<file path="config.mk">
export PLATFORM = sky130hd
export DESIGN_NAME = reg_bank_arbiter
export DESIGN_NICKNAME = d
export VERILOG_FILES = /design/src/rtl/reg_bank_arbiter.sv
export SDC_FILE = /design/constraint.sdc
export NUM_CORES = 1
export LEC_CHECK = 0
export ABC_AREA = 1
export CAP_MARGIN = 10
export CORE_MARGIN = 5
export CORE_UTILIZATION = 49
export CTS_BUF_LIST = sky130_fd_sc_hd__clkbuf_16
export DETAILED_ROUTE_END_ITERATION = 8
export PLACE_DENSITY = 0.77
export SETUP_SLACK_MARGIN = 0.4
export SYNTH_ARGS = -nofsm -noshare
export SYNTH_HDL_FRONTEND = slang
export SYNTH_SLANG_ARGS = --single-unit
</file>
<file path="constraint.sdc">
create_clock -name clk -period 1.6 [get_ports clk]
set_input_delay 0.32 -clock clk [delete_from_list [all_inputs] [get_ports clk]]
set_output_delay 0.32 -clock clk [all_outputs]
set_load 0.01 [all_outputs]
</file>
<file path="src/rtl/reg_bank_arbiter.sv">
`default_nettype none
// ============================================================================
// Module   : reg_bank_arbiter
// Brief    : Register bank shared by two write requesters through a
//            round-robin arbiter, with a combinational read port and a
//            saturating collision counter.
// Revision : 1.0 - initial release
// ============================================================================
module reg_bank_arbiter #(
    parameter int DATA_W   = 32,
    parameter int NUM_REGS = 4,
    parameter int ADDR_W   = 2,
    parameter int COLL_W   = 16
) (
    input  logic              clk,
    input  logic              n_rst,
    input  logic              valid_a,
    input  logic [ADDR_W-1:0] addr_a,
    input  logic [DATA_W-1:0] wdata_a,
    output logic              ready_a,
    input  logic              valid_b,
    input  logic [ADDR_W-1:0] addr_b,
    input  logic [DATA_W-1:0] wdata_b,
    output logic              ready_b,
    input  logic [ADDR_W-1:0] rd_addr,
    output logic [DATA_W-1:0] rd_data,
    output logic [COLL_W-1:0] coll_cnt
);

    localparam int c_CMP_W = ADDR_W + 1;

    typedef enum logic [0:0] {
        PTR_A = 1'b0,
        PTR_B = 1'b1
    } ptr_e;

    ptr_e              ptr_q;
    ptr_e              ptr_d;
    logic [COLL_W-1:0] coll_q;
    logic [COLL_W-1:0] coll_d;
    logic [DATA_W-1:0] bank_q [NUM_REGS];

    logic              w_grant_a;
    logic              w_grant_b;
    logic              w_wr_en;
    logic              w_addr_ok;
    logic [ADDR_W-1:0] w_wr_addr;
    logic [DATA_W-1:0] w_wr_data;

    // Grants are masked while n_rst is low so no handshake completes in reset.
    always_comb begin
        w_grant_a = 1'b0;
        w_grant_b = 1'b0;
        ptr_d     = ptr_q;
        if (n_rst) begin
            if (valid_a && (!valid_b || (ptr_q == PTR_A))) begin
                w_grant_a = 1'b1;
            end else if (valid_b) begin
                w_grant_b = 1'b1;
            end
        end
        if (w_grant_a) begin
            ptr_d = PTR_B;
        end else if (w_grant_b) begin
            ptr_d = PTR_A;
        end
    end

    assign ready_a   = w_grant_a;
    assign ready_b   = w_grant_b;
    assign w_wr_en   = w_grant_a | w_grant_b;
    assign w_wr_addr = w_grant_a ? addr_a  : addr_b;
    assign w_wr_data = w_grant_a ? wdata_a : wdata_b;
    // Extra bit keeps the compare exact when NUM_REGS == 2**ADDR_W.
    assign w_addr_ok = ({1'b0, w_wr_addr} < c_CMP_W'(NUM_REGS));

    always_comb begin
        coll_d = coll_q;
        if (valid_a && valid_b && (coll_q != {COLL_W{1'b1}})) begin
            coll_d = coll_q + COLL_W'(1);
        end
    end

    always_ff @(posedge clk or negedge n_rst) begin
        if (!n_rst) begin
            ptr_q  <= PTR_A;
            coll_q <= '0;
        end else begin
            ptr_q  <= ptr_d;
            coll_q <= coll_d;
        end
    end

    assign coll_cnt = coll_q;

    generate
        for (genvar i = 0; i < NUM_REGS; i++) begin : g_reg
            logic w_we;
            assign w_we = w_wr_en && w_addr_ok && (w_wr_addr == ADDR_W'(i));

            always_ff @(posedge clk or negedge n_rst) begin
                if (!n_rst) begin
                    bank_q[i] <= '0;
                end else if (w_we) begin
                    bank_q[i] <= w_wr_data;
                end
            end
        end
    endgenerate

    // Out-of-range read addresses match no register and fall through to zero.
    always_comb begin
        rd_data = '0;
        for (int i = 0; i < NUM_REGS; i++) begin
            if (rd_addr == ADDR_W'(i)) begin
                rd_data = bank_q[i];
            end
        end
    end

endmodule
`default_nettype wire
</file>
# --- Word level (Yosys, flattened, before mapping) ---
# Index checks and enable logic that the tools add are counted.
# W data, S select, Z words.
word_totals:
  regBits: 145
  latch_bits: 0
  mem_bits_rw: 0
  romBits: 0
  inputBits: 74
  mem_count: 0
op_classes:
  n_addsub: 1
  multipliers: 0
  div_mod_pow: 0
  n_lt_le_gt_ge: 0
  eq_ne: 7
  shift: 0
  muxes: 13
  bitwise_logic: 2
  reduce_logical: 12
op_table:
  columns: ["operator", "count"]
  rows:
  - ["$mux W32", 5]
  - ["$add A16 B1 Y16 const B", 1]
  - ["$ne A16 B16 Y1 const B", 1]
  - ["$eq A2 B2 Y1 const B", 4]
  - ["$logic_and A1 B1 Y1", 7]
  - ["$mux W1", 7]
  - ["$eq A2 B1 Y1 const B", 2]
  - ["$logic_not A2 Y1", 2]
  - ["$mux W2", 1]
  - ["$reduce_bool A2 Y1", 1]
  - ["$logic_not A1 Y1", 1]
  - ["$logic_or A1 B1 Y1", 1]
  - ["$not A1 Y1", 1]
  - ["$or A1 B1 Y1", 1]

# --- Depth between registers and ports, before layout ---
logic_depth:
  depth_word: 8
  ltp_mapped: 10
  depth_no_buf: 8

# --- Least setup slack after synthesis ---
# OpenSTA, ideal clock, no wires.
synth_path:
  kind: "reg-to-reg"
  startpoint: "register coll_q[0], in the netlist coll_cnt[0]"
  endpoint: "register coll_q[10], in the netlist coll_cnt[10]"
  setup_time_ps: 121
  t_arrival_ps: 1514
  path_slack_ps: -34
  stages_incl_launch_ff: 10
  path_buffers: 1
  synth_period_minus_slack_ps: 1634
  path_cell_list: "dfrtp_1 > ha_1 > inv_1 > nor2_1 > nand3_1 > nand2_2 > nand2_1 > buf_2 > nand2_1 > o21ai_1"
synth_via:
  elab_chain_cells: 2
  elab_cells_between_ends: 3
  classes_between: "add/sub: 1; eq/ne: 1; reduce/logical: 1"
synth_rtl:
  columns: ["item", "line_no", "source"]
  rows:
  - ["start, declared", "39", "logic [COLL_W-1:0] coll_q;"]
  - ["start signal, assigned", "90", "coll_q <= coll_d;"]
  - ["branches (longest 2 deep; another with $add A16 B1 Y16)", null, null]
# Several ways; the timed one is not identified.
# A chain may end at the register's enable or synchronous reset.

# --- Worst setup path after layout ---
layout_path:
  startpoint: "register ptr_q"
  endpoint: "register bank_q[25] (netlist bit)"
layout_via:
  elab_chain_cells: 8
  elab_cells_between_ends: 12
  classes_between: "eq/ne: 1; mux: 6; bitwise: 2; reduce/logical: 3"
layout_rtl:
  columns: ["item", "line_no", "source"]
  rows:
  - ["start, declared", "37", "ptr_e ptr_q;"]
  - ["start signal, assigned", "89", "ptr_q <= ptr_d;"]
  - ["$not A1 Y1 *", "56", "if (valid_a && (!valid_b || (ptr_q == PTR_A))) begin"]
  - ["$logic_or A1 B1 Y1 *", "56", null]
  - ["$logic_and A1 B1 Y1 *", "56", null]
  - ["$mux W1", "56", null]
  - ["$mux W1", "55", "if (n_rst) begin"]
  - ["$mux W2", "72", "assign w_wr_addr = w_grant_a ? addr_a : addr_b;"]
  - ["$eq A2 B2 Y1", "99", "assign w_we = w_wr_en && w_addr_ok && (w_wr_addr == ADDR_W'(i));"]
  - ["$logic_and A1 B1 Y1", "99", null]
  - ["end signal, assigned by index", "105", "bank_q[i] <= w_wr_data;"]
  - ["end, declared", "41", "logic [DATA_W-1:0] bank_q [NUM_REGS];"]
# Every way passes the cells marked *; elsewhere a longest branch is shown, timed or not.

==> results.md <==
* Final clock skew at 0.00803 ns
* Area of the multi-input gates at 4370 µm²
* RSZ-0062 raised after global routing: yes
* Final-report setup violation count at 155
* Grt met1 use at 34.7%
* IO Pins at 124
* TritonCTS clock tree: done
* Placeable Area at 15000 µm²
* Largest net degree at the start of global routing at 128
* Ys Warns at 0
* Dpl ws at -0.740 ns
* Non-filler cells in the finished layout at 1413
* Fin crit share at 110%
* Vias per cell at 5.97
* First-pass GRT wire length at 38300 µm
* Clock sinks at 145
* Final hold vios at 0
* Flops & latches, synth at 145
* Crit path time final at 1.76 ns
* Syn Inst Count at 1006
* Worst setup SP type: flop
* Initial antenna violation count at 0
* Syn_nets at 1081
* IO Port Bufs at 123
* Starting density of the core at 49.4%
* Clock Tree Buf Depth at 2
* Worst Setup Slack, final at -0.157 ns
* Data required, critical path at 1.97 ns
* Kind of critical path: reg2reg
* Count of different cell masters after synthesis at 20
* Synth Cell Area at 7420 µm²
* Vias in the first global route at 7535
* RR Startpoint: ptr_q$_DFFE_PN0P_
* Max-cap viol count at 0
* Nets at 1287
* RePlAce Congestion at 0.826
* CTS Buf Count at 17
* Busiest grt layer: met2
* Lkg Pwr at 5.76 nW
* Height of the die at 133 µm
* Die area at 17700 µm²
* Tot Pwr at 13.8 mW
* Global-route track usage on met3 at 5.51%
* Vias at 8434
* Clock Latency Late Sink at 0.44 ns
* Commonest non-fill, non-tap cell in the layout: nand2_1
* Worst IR drop on VDD at 0.000957 V
* FF/Latch Area at 3640 µm²
* Relative slew slack at 45.3%
* GRT overflow at 0
* Final WL at 29600 µm
* Overall Global Routing Usage at 27.2%
* Number of DRC markers in iteration 0 at 843
* Area added between synthesis and finish at 56.4%
* Slew Viols, Final at 0
* Critical Path Fanout Max at 11
* Status: complete, but fails checks
* Placed wire-length estimate at 13600 µm
* Hold/Removal Path Class: in2async
* Final ANT Viol Nets at 0
* DRT Pass-1 Iters at 6
* Die X-Extent at 133 µm
* Setup crit start: ptr_q$_DFFE_PN0P_
* Final Core Density at 77.2%
* Num rows at 45
* Drc violations at 0
* CP Cell Sequence: nand2_2, nand3_4, buf_6, nand2_2, nand2_2, nor2_4, buf_6, buf_6, buf_12, nand3_1, nand2_1
* Crit path max-delay family: simple AND/OR/NAND/NOR gates
* Sequential share of the synthesized area at 48.9%
* Clock slew seen by the registers of the worst setup and hold paths at 0.06 ns
* Commonest non-fill, non-tap cells in the layout: nand2_1 (342), nand3_1 (148), dfrtp_1 (138)
* H-tree levels at 4
* CP arrival at 2.13 ns
* Fillers at 951
* Met2 usage in global routing at 45.0%
* Power Density at 1190 nW/µm²
* Syn avg cell area at 7.38 µm²
* Crit end category: flop
* Hold_ws at 0.135 ns
* Largest stage delay, worst path at 0.40 ns
* Buf/Inv on CP at 4
* Ant diodes at 0
* Least-Margin Pin Slew at 0.820 ns
* CTS Root Buffer Type: clkbuf_16
* Failing checks: setup timing
* Fmax at 569 MHz
* Drt wl/cell at 20.9 µm
* Share of post-route cells with drive strength above 1 at 36.5%
* Placed Cells at 1300
* CP max stage cell: dfrtp_1
worst paths after layout:
kind | endpoint | slack (ns) | depth (start not counted)
setup / recovery | bank_q[25]$_DFFE_PN0P_ | -0.16 | 11
hold / removal | bank_q[100]$_DFFE_PN0P_ | 0.14 | 3
setup reg to reg | bank_q[25]$_DFFE_PN0P_ | -0.16 | 11
hold reg to reg | bank_q[17]$_DFFE_PN0P_ | 0.47 | 2
max in group asynchronous | coll_cnt[6]$_DFFE_PN0P_ | 0.72 | 3
min in group clk | ptr_q$_DFFE_PN0P_ | 0.34 | 4
metrics by stage:
step | setup TNS [ns] | instance area [µm²]
after detailed placement | -84.33 | 9120
after CTS | -0.932 | 10300
final | -11.09 | 11600
after global placement | -80.98 | 9120
after floorplan | 0 | 7700
after global routing | -19.93 | 11600
cell type report:
class | count | share of cell area [%]
Tap cell | 188 | 2.03
Multi-Input combinational cell | 778 | 37.6
Sequential cell | 145 | 31.3
Clock buffer | 17 | 3.67
Clock inverter | 15 | 1.10
Inverter | 21 | 0.809
Timing Repair Buffer | 249 | 23.4
what timing repair did:
item                                    CTS  global route
resized for setup                       303           255
endpoints found under the setup margin  194           211
hold buffers                              2             0
pin swaps                                18            48
cloned                                    7            16
buffers inserted                         37            19
endpoints found under the hold margin    18             0
metal layers:
| metal | routed length, µm | up-vias |
|---|---|---|
| met2 | 14300 | 659 |
| li1 | - | 3665 |
| met3 | 3070 | 175 |
| met4 | 1850 | 0 |
| met1 | 10300 | 3935 |
| met5 | 0 | - |
kinds of logic (layout without fill, tap and decap cells):
kind of cell,after synthesis,count (layout),synth area share [%]
AND/OR/NAND/NOR,755,758,42.8
flip-flops,145,145,48.9
buffers and inverters,86,302,6.34
AO/OA/AOI/OAI,11,11,0.843
XOR/XNOR,8,8,0.944
adder cells (fa/ha/maj),1,1,0.169
power breakdown:
part / internal, mW / total, mW / leakage [nW] / switching (mW)
combinational: 2.01 / 4.40 / 3.66 / 2.40
clock: 2.25 / 3.85 / 0.279 / 1.60
sequential: 4.67 / 5.55 / 1.82 / 0.877
synth_stat cells, drive strengths merged:
cell / count / area (µm²)
ha: 1 / 12.5
nand3: 177 / 891
buf: 46 / 320
nor2: 21 / 93.8
clkbuf: 19 / 71.3
xor2: 8 / 70.1
nand4: 39 / 244
inv: 21 / 78.8
o21ai: 10 / 57.6
a21oi: 1 / 5.00
dfrtp: 145 / 3630
nand2: 518 / 1950
worst min-delay path, cell delays in order:
cell and delay, ns:
buf_6 0.12, buf_4 0.13, buf_12 0.49
state kept, by name, summed over array words and instances, names as in the netlist:
register,flops
bank_q,128
coll_cnt,16
ptr_q,1
No activity file was read; power rests on OpenSTA's default activity.
